`config.mk`:
```
export PLATFORM = sky130hd
export DESIGN_NAME = req_tracker_flat
export DESIGN_NICKNAME = d
export VERILOG_FILES = /design/src/rtl/req_tracker_pkg.sv /design/src/rtl/req_tracker_if.sv /design/src/rtl/req_tracker_onehot_check.sv /design/src/rtl/req_tracker.sv /design/src/flat_wrapper.sv
export SDC_FILE = /design/constraint.sdc
export NUM_CORES = 1
export LEC_CHECK = 0
export ABC_AREA = 1
export ABC_CLOCK_PERIOD_IN_PS = 3500
export CORE_MARGIN = 5
export CORE_UTILIZATION = 50
export CTS_CLUSTER_DIAMETER = 30
export CTS_CLUSTER_SIZE = 25
export DETAILED_ROUTE_END_ITERATION = 6
export PLACE_DENSITY = 0.91
export SYNTH_ARGS = -nofsm -noshare
export SYNTH_HDL_FRONTEND = slang
export SYNTH_SLANG_ARGS = --single-unit
```
`constraint.sdc`:
```
create_clock -name clk -period 3.5 [get_ports clk]
set_input_delay 0.7 -clock clk [delete_from_list [all_inputs] [get_ports clk]]
set_output_delay 0.7 -clock clk [all_outputs]
set_load 0.02 [all_outputs]
```
`src/rtl/req_tracker_pkg.sv`:
```
// Shared constants and state encoding for the request tracker and its helpers.
package req_tracker_pkg;

  localparam int NCH   = 4;
  localparam int CNT_W = 8;
  localparam int SVC_W = 4;

  typedef enum logic [1:0] {
    IDLE,
    ARB,
    SERVICE
  } state_t;

endpackage

```
`src/rtl/req_tracker_if.sv`:
```
// Request/grant/status bundle between the request tracker and its clients and arbiter.
interface req_tracker_if;
  import req_tracker_pkg::*;

  logic [NCH-1:0]       req_in;
  logic [NCH-1:0]       d;
  logic [NCH-1:0]       q;
  logic                 busy;
  logic [NCH-1:0]       active;
  logic [NCH-1:0]       done;
  logic [NCH*CNT_W-1:0] served_cnt;
  logic                 err;
  logic                 err_clr;

  modport master (
    output req_in, q, err_clr,
    input  d, busy, active, done, served_cnt, err
  );

  modport slave (
    input  req_in, q, err_clr,
    output d, busy, active, done, served_cnt, err
  );

endinterface

```
`src/rtl/req_tracker_onehot_check.sv`:
```
// Combinational one-hot detector used to validate arbiter grants.
module onehot_check
  import req_tracker_pkg::*;
#(
  parameter int W = NCH
) (
  input  logic [W-1:0] vec,
  output logic         is_onehot
);

  // Clearing the lowest set bit leaves zero only when exactly one bit was set.
  assign is_onehot = (vec != '0) && ((vec & (vec - W'(1))) == '0);

endmodule

```
`src/rtl/req_tracker.sv`:
```
// Tracks per-channel pending requests, validates arbiter grants, and times each service.
module req_tracker
  import req_tracker_pkg::*;
#(
  parameter int SERVICE_CYCLES = 2
) (
  input  logic          clk,
  input  logic          reset_n,
  req_tracker_if.slave  bus
);

  localparam logic [SVC_W-1:0] SVC_LOAD = SVC_W'(SERVICE_CYCLES - 1);

  state_t             state_reg;
  logic [NCH-1:0]     pending_reg;
  logic [NCH-1:0]     pending_next;
  logic [NCH-1:0]     active_reg;
  logic [NCH-1:0]     done_reg;
  logic               busy_reg;
  logic               err_reg;
  logic [SVC_W-1:0]   svc_cnt_reg;
  logic [CNT_W-1:0]   served_reg [NCH];
  logic               grant_onehot;
  logic               grant_valid;
  logic               finish;

  onehot_check #(.W(NCH)) u_grant_chk (
    .vec       (bus.q),
    .is_onehot (grant_onehot)
  );

  assign grant_valid = grant_onehot && ((bus.q & ~pending_reg) == '0);
  assign finish      = (state_reg == SERVICE) && (svc_cnt_reg == '0);

  // A fresh request on the finishing channel re-arms it after the clear.
  assign pending_next = (pending_reg & ~(finish ? active_reg : '0)) | bus.req_in;

  always_ff @(posedge clk) begin
    if (!reset_n) begin
      state_reg   <= IDLE;
      pending_reg <= '0;
      active_reg  <= '0;
      done_reg    <= '0;
      busy_reg    <= 1'b0;
      err_reg     <= 1'b0;
      svc_cnt_reg <= '0;
    end else begin
      pending_reg <= pending_next;
      done_reg    <= '0;
      if (bus.err_clr) begin
        err_reg <= 1'b0;
      end
      case (state_reg)
        IDLE: begin
          if (pending_reg != '0) begin
            state_reg <= ARB;
          end
        end
        ARB: begin
          if (grant_valid) begin
            active_reg  <= bus.q;
            svc_cnt_reg <= SVC_LOAD;
            busy_reg    <= 1'b1;
            state_reg   <= SERVICE;
          end else begin
            // Placed after the clear so a simultaneous new error keeps err set.
            err_reg <= 1'b1;
          end
        end
        SERVICE: begin
          if (finish) begin
            done_reg   <= active_reg;
            active_reg <= '0;
            busy_reg   <= 1'b0;
            state_reg  <= (pending_next != '0) ? ARB : IDLE;
          end else begin
            svc_cnt_reg <= svc_cnt_reg - 1'b1;
          end
        end
        default: begin
          state_reg <= IDLE;
        end
      endcase
    end
  end

  genvar gi;
  generate
    for (gi = 0; gi < NCH; gi++) begin : g_served
      always_ff @(posedge clk) begin
        if (!reset_n) begin
          served_reg[gi] <= '0;
        end else if (finish && active_reg[gi]) begin
          served_reg[gi] <= served_reg[gi] + 1'b1;
        end
      end
      assign bus.served_cnt[gi*CNT_W +: CNT_W] = served_reg[gi];
    end
  endgenerate

  assign bus.d      = pending_reg;
  assign bus.active = active_reg;
  assign bus.done   = done_reg;
  assign bus.busy   = busy_reg;
  assign bus.err    = err_reg;

endmodule

```
`src/flat_wrapper.sv`:
```
// flat-port wrapper written by rule: the top's interface ports become plain ports
module req_tracker_flat import req_tracker_pkg::*;
#(
  parameter int SERVICE_CYCLES = 2
)
  (clk, reset_n, bus_req_in, bus_q, bus_err_clr, bus_d, bus_busy, bus_active, bus_done, bus_served_cnt, bus_err);
  req_tracker_if bus_i ();
  input  logic clk;
  input  logic reset_n;
  input wire logic [$bits(bus_i.req_in)-1:0] bus_req_in;
  input wire logic [$bits(bus_i.q)-1:0] bus_q;
  input wire logic [$bits(bus_i.err_clr)-1:0] bus_err_clr;
  output wire logic [$bits(bus_i.d)-1:0] bus_d;
  output wire logic [$bits(bus_i.busy)-1:0] bus_busy;
  output wire logic [$bits(bus_i.active)-1:0] bus_active;
  output wire logic [$bits(bus_i.done)-1:0] bus_done;
  output wire logic [$bits(bus_i.served_cnt)-1:0] bus_served_cnt;
  output wire logic [$bits(bus_i.err)-1:0] bus_err;
  assign bus_i.req_in = bus_req_in;
  assign bus_i.q = bus_q;
  assign bus_i.err_clr = bus_err_clr;
  assign bus_d = bus_i.d;
  assign bus_busy = bus_i.busy;
  assign bus_active = bus_i.active;
  assign bus_done = bus_i.done;
  assign bus_served_cnt = bus_i.served_cnt;
  assign bus_err = bus_i.err;
  req_tracker #(.SERVICE_CYCLES(SERVICE_CYCLES)) u_core (.clk(clk), .reset_n(reset_n), .bus(bus_i));
endmodule
```
==> impl_metrics.tcl, run 1 <==
set metrics [dict create \
    outcome "finished, final reports clean" \
    cts_setup_buffers 0 \
    cts_hold_buffers 0 \
    grt_pass1_wl_um 9320 \
    slew_violations 0 \
    drive_gt1_share_pct 6.74 \
    rsz0062_at_grt "false" \
    cts_resized 0 \
    fin_worst_skew_ns 0.00850 \
    cpLargestDelayFamily "buffers and inverters" \
    crit_buf_inv 1 \
    power.total_uw 1840 \
    ys_seq_area_share_pct 52.6 \
    path_cells "clkdlybuf4s50_1" \
    final_area_um2 3330 \
    die-area_um2 6710 \
    drt-total-wl_um 5560 \
    crit_arrival_ns 1.39 \
    syn-instance-count 296 \
    setup_tns_ns 0 \
    viasPerCell 5.02 \
    routabilityCongestion 0.872 \
    dr_total_vias 2138 \
    crit_slowest_cell "clkdlybuf4s50_1" \
    ant_nets 0 \
    fp-row-count 26 \
    clk_pin_slew_ns 0.09 \
    routedWlPerCell_um 13.0 \
    hpwl_um 4310 \
    die-width_um 81.9 \
    place_area_um2 3210 \
    port_buffers 56 \
    grt_usage_pct 18.1 \
    peakVddDrop_v 0.000368 \
    grt_pass1_vias 2026 \
    fmax_mhz 479 \
    setup_violations 0 \
    grt_remaining_overflow 0 \
    synth_top_area_cell "edfxtp_1" \
    critical_path_required_ns 2.80 \
    cts.sinks 52 \
    grt_max_degree 19 \
    cellLeakagePower_uw 0.00135 \
    slew_headroom_pct 75.3 \
    syn_area_per_cell_um2 8.74 \
    first_pass_iters 4 \
    min_period_ns 2.09 \
    initial_core_util_pct 51.0 \
    crit_path_end_kind "output port" \
    crit_fanout 4 \
    syn2layout_area_growth_pct 28.8 \
    ys_ff_latch 52 \
    maxCapViolCount 0 \
    clkLatencyLatePin_ns 0.30 \
    hp-class "reg -> reg" \
    final_common_cell "nand2_1" \
    fp.coreArea_um2 5070 \
    largest_reg_flops 32 \
    max_stage_delay_ns 0.65 \
    cts_buffers 5 \
    layout_common_cells "nand2_1 (58), clkdlybuf4s50_1 (56), inv_1 (40), nor2_1 (38), edfxtp_1 (32)" \
    pin_count 57 \
    first_iter_violations 125 \
    diodes 0 \
    cts_htree_levels 2 \
    yosys.cell_types.count 29 \
    max_slew.worst_pin.slew_ns 0.370 \
    fin_nets 376 \
    synth_fp_nets 317 \
    hold_violations 0 \
    clockRootBuffer "clkbuf_8" \
    pwr_density_cell_nw_per_um2 552 \
    yosysWarnings 0 \
    die_y_um 81.9 \
    cts_tree "done" \
    syn_area_um2 2590 \
    clock_tree.buffer_depth 2 \
    yosys-top-cells-area "edfxtp_1 (37%), dfxtp_1 (15%), nand2_1 (8.4%)" \
    netlist.area_leader.share_pct 37.2 \
    finalCritPeriodShare_pct 59.6 \
    start_kind "flip-flop" \
    antenna_found_initial 0 \
    remaining_drc_errors 0 \
    crit_type "reg -> out" \
]
## final cells by class
cell class | instances | area [um^2]
tap | 70 | 87.6
inverter | 46 | 173
clock buffer | 8 | 121
timing repair buffer | 56 | 561
sequential | 52 | 1360
fill | 423 | 1740
multi-input combinational | 194 | 1030
## power breakdown
group / leakage, uW / switching, uW / internal (uW)
clock network: 0.0000627 / 193 / 224
logic: 0.000789 / 374 / 243
registers: 0.000495 / 74.9 / 731
total: 0.00135 / 642 / 1200
## synthesized netlist by cell type
| master | instances |
|---|---|
| clkbuf_1 | 1 |
| dfxtp_1 | 20 |
| and3_1 | 1 |
| o22ai_1 | 1 |
| nand4_1 | 13 |
| a21oi_2 | 1 |
| or2_2 | 1 |
| nor3b_1 | 5 |
| buf_2 | 2 |
| inv_2 | 6 |
| buf_6 | 1 |
| inv_1 | 40 |
| nand2_2 | 1 |
| a21oi_1 | 25 |
| nor3_1 | 9 |
| nor4_1 | 1 |
| o21ai_0 | 3 |
| edfxtp_1 | 32 |
| nand2_4 | 1 |
| xnor2_1 | 7 |
| nand4_2 | 1 |
| nor2_1 | 38 |
| nor2_2 | 3 |
| ha_1 | 10 |
| nand3_1 | 11 |
| nand3_2 | 1 |
| xor2_1 | 2 |
| nor2_4 | 1 |
| nand2_1 | 58 |
## logic make-up (layout without fill, tap and decap cells)
kind of cell,count (synthesis),after routing,share of synthesized area [%]
simple gates,145,145,25.8
flops,52,52,52.6
buf+inv,50,110,7.64
compound gates,30,30,6.00
fa+ha+maj,10,10,4.84
xor+xnor,9,9,3.05
## metal layers
layer	wire [um]	part of all wire, %	global-route usage [%]	vias up
li1	-	-	-	1087
met1	2300	41	22.2	968
met2	2810	51	30.7	72
met3	316	5.7	3.29	11
met4	121	2.2	8.31	0
met5	0	0	0	-
## per-stage QoR
| stage | setup slack [ns] | cells | hold WS [ns] | util, % |
|---|---|---|---|---|
| after floorplan | 1.91 | 296 | 0.455 | - |
| after global placement | 1.29 | 418 | 0.458 | 63.2 |
| after detailed placement | 1.22 | 418 | 0.463 | 63.2 |
| after CTS | 1.41 | 426 | 0.476 | 65.6 |
| after global routing | 1.34 | 426 | 0.518 | 65.6 |
| final | 1.41 | 426 | 0.478 | 65.6 |
## final timing paths
path,startpoint,end,slack [ns],depth (start not counted)
max,u_core.bus.d[2],bus_d[2],1.41,1
min,u_core.bus.busy,u_core.bus.busy,0.48,2
max reg2reg,u_core.state_reg[0],u_core.served_reg[0][5],1.75,4
min reg2reg,u_core.bus.busy,u_core.bus.busy,0.48,2
Note: power is estimated with default switching activity, not from simulation.
==> run 2, diff against run 1 <==
ABC_CLOCK_PERIOD_IN_PS = 1800   (was 3500)
CORE_UTILIZATION = 45   (was 50)
PLACE_DENSITY = 0.87   (was 0.91)
clock period = 1.8 ns   (was 3.5 ns; I/O delays follow)
==> run 2 against run 1 <==
Critical endpoint is now bus_served_cnt[13]. Non-clock buffer count grew 5. Power is 97% higher. Worst setup slack worse by 1.3 ns. Global-route usage shrank 2.4 points. First-iteration DRC count is 36% lower. Via count up 1.8%. Clock skew up 0.0024 ns. Hold slack worse by 0.0058 ns. Cell area up 1.1%. Sequential share of layout area down 0.43 points.
==> impl_metrics.tcl, run 2 (same netlist as run 1, synthesis figures left out) <==
set metrics [dict create \
    remaining_drc_errors 0 \
    rr_endpoint "u_core.state_reg[0]" \
    crit_arrival_ns 1.37 \
    diodes 0 \
    grt_remaining_overflow 0 \
    max_stage_delay_ns 0.63 \
    initial_core_util_pct 46.7 \
    fin_ws_ns 0.0685 \
    layout_common_cells "nand2_1 (58), clkdlybuf4s50_1 (55), inv_1 (40), nor2_1 (38), edfxtp_1 (32)" \
    fin_worst_skew_ns 0.0109 \
    cts_htree_levels 2 \
    hold_path.startpoint "u_core.bus.err" \
    clock_tree.buffer_depth 2 \
    first_pass_iters 4 \
    drive_gt1_share_pct 8.31 \
    slew_violations 0 \
    pin_count 57 \
    drt-total-wl_um 5630 \
    clockRootBuffer "clkbuf_8" \
    first_iter_violations 80 \
    p_int_uw 2340 \
    grt_max_degree 17 \
    port_buffers 56 \
    hpwl_um 4240 \
    cpLargestDelayFamily "buffers and inverters" \
    p_comb_share_pct 34.5 \
    setup_violations 0 \
    p_clk_share_pct 22.4 \
    grt_usage_pct 15.7 \
    maxCapViolCount 0 \
    rr_worst_depth 11 \
    fp.coreArea_um2 5540 \
    cellLeakagePower_uw 0.00137 \
    nFillCells 501 \
    clkLatencyLatePin_ns 0.31 \
    peakVddDrop_v 0.000733 \
    p_seq_share_pct 43.1 \
    holdPathStages 2 \
    hold_violations 0 \
    die_y_um 85.8 \
    fmax_mhz 578 \
    min_to "u_core.bus.err" \
    die-area_um2 7360 \
    rsz0062_at_grt "true" \
    finalCritPeriodShare_pct 96.2 \
    power_switching_uw 1290 \
    largest_reg_flops 32 \
    cts_setup_buffers 0 \
    crit_fanout 5 \
    dr_total_vias 2176 \
    fin_nets 381 \
    antenna_found_initial 0 \
    max_slew.worst_pin.slew_ns 0.359 \
    grt_pass1_vias 2103 \
    cts_buffers 5 \
    finish.utilization_pct 60.7 \
    outcome "finished, final reports clean" \
    routabilityCongestion 0.848 \
    pwr_density_cell_nw_per_um2 1080 \
    syn2layout_area_growth_pct 30.1 \
    routedWlPerCell_um 13.0 \
    crit_slowest_cell "clkdlybuf4s50_1" \
    crit_buf_inv 1 \
    hp-class "reg -> reg" \
    cts_tree "done" \
    start_kind "flip-flop" \
    final_common_cell "nand2_1" \
    swShare_pct 35.6 \
    crit_type "reg -> out" \
    slew_headroom_pct 76.0 \
    path_cells "clkdlybuf4s50_1" \
    grt_pass1_wl_um 9280 \
    critical_path_required_ns 1.44 \
    cts.sinks 52 \
    rr_startpoint "u_core.state_reg[0]" \
    reg2reg_slack_ns 0.10 \
    min_period_ns 1.73 \
    fp-row-count 27 \
    clk_pin_slew_ns 0.10 \
    viasPerCell 5.03 \
    post-place-ws_ns -0.144 \
    ant_nets 0 \
    die-width_um 85.8 \
    crit_path_end_kind "output port" \
]
==> run 2: cell types whose count changed in the layout (fill, tap and decap cells not counted) <==
cell / previous run / this run
clkbuf_8: 7 / 5
clkdlybuf4s50_1: 56 / 55
ha_1: 10 / 9
buf_4: 0 / 5
bufinv_16: 0 / 1
dlymetal6s2s_1: 0 / 1
clkinvlp_4: 0 / 1
clkbuf_16: 1 / 0
clkinv_2: 0 / 1
ha_2: 0 / 1
==> run 2: cell type report <==
cell class	instances	area [um^2]	share of cell area, %
timing repair buffer	61	601	17.8
clock inverter	3	42.5	1.26
multi-input combinational	194	1030	30.6
tap	72	90.1	2.68
sequential	52	1360	40.4
clock buffer	5	68.8	2.04
inverter	46	173	5.13
==> run 2: routing by layer <==
metal	part of all wire [%]	up-vias	track usage, %
met2	49	70	27.7
met3	5.1	12	3.27
met5	0	-	0
li1	-	1098	-
met1	44	996	18.9
met4	1.9	0	5.61
==> run 2: how the worst max path moves through the flow <==
stage                                 start                       to  slack (ns)  cells after the start
floorplan               u_core.state_reg[0]    u_core.svc_cnt_reg[0]        0.35                      9
global placement                   bus_q[1]     u_core.bus.active[2]       -0.01                      9
detailed placement                 bus_q[1]          u_core.bus.busy       -0.14                      9
CTS                     u_core.state_reg[0]  u_core.served_reg[2][0]        0.01                      4
global route            u_core.state_reg[0]  u_core.served_reg[2][2]      -0.005                      4
finish              u_core.served_reg[1][5]       bus_served_cnt[13]        0.07                      1
==> run 2: stage by stage <==
| step | cells | TNS, ns | hold slack [ns] | cell area (um^2) | total power (uW) |
|---|---|---|---|---|---|
| after floorplan | 296 | 0 | 0.455 | 2590 | 2400 |
| after global placement | 425 | -0.0451 | 0.453 | 3250 | 2780 |
| after detailed placement | 425 | -1.06 | 0.464 | 3250 | 2820 |
| after CTS | 433 | 0 | 0.478 | 3360 | 3630 |
| after global routing | 433 | -0.0358 | 0.510 | 3370 | 3830 |
| final | 433 | 0 | 0.472 | 3370 | 3630 |
==> run 2: timing repair <==
item / 4_1_cts / 5_1_grt
setup endpoints to repair: 0 / 24
resized for setup: 0 / 2
hold buffers: 0 / 0
==> run 2: power by group through the flow <==
stage	clock network [uW]	registers, uW	logic (uW)
floorplan	0	1690	710
global placement	0	1580	1200
detailed placement	0	1590	1230
CTS	819	1560	1250
global route	867	1590	1380
finish	813	1560	1250
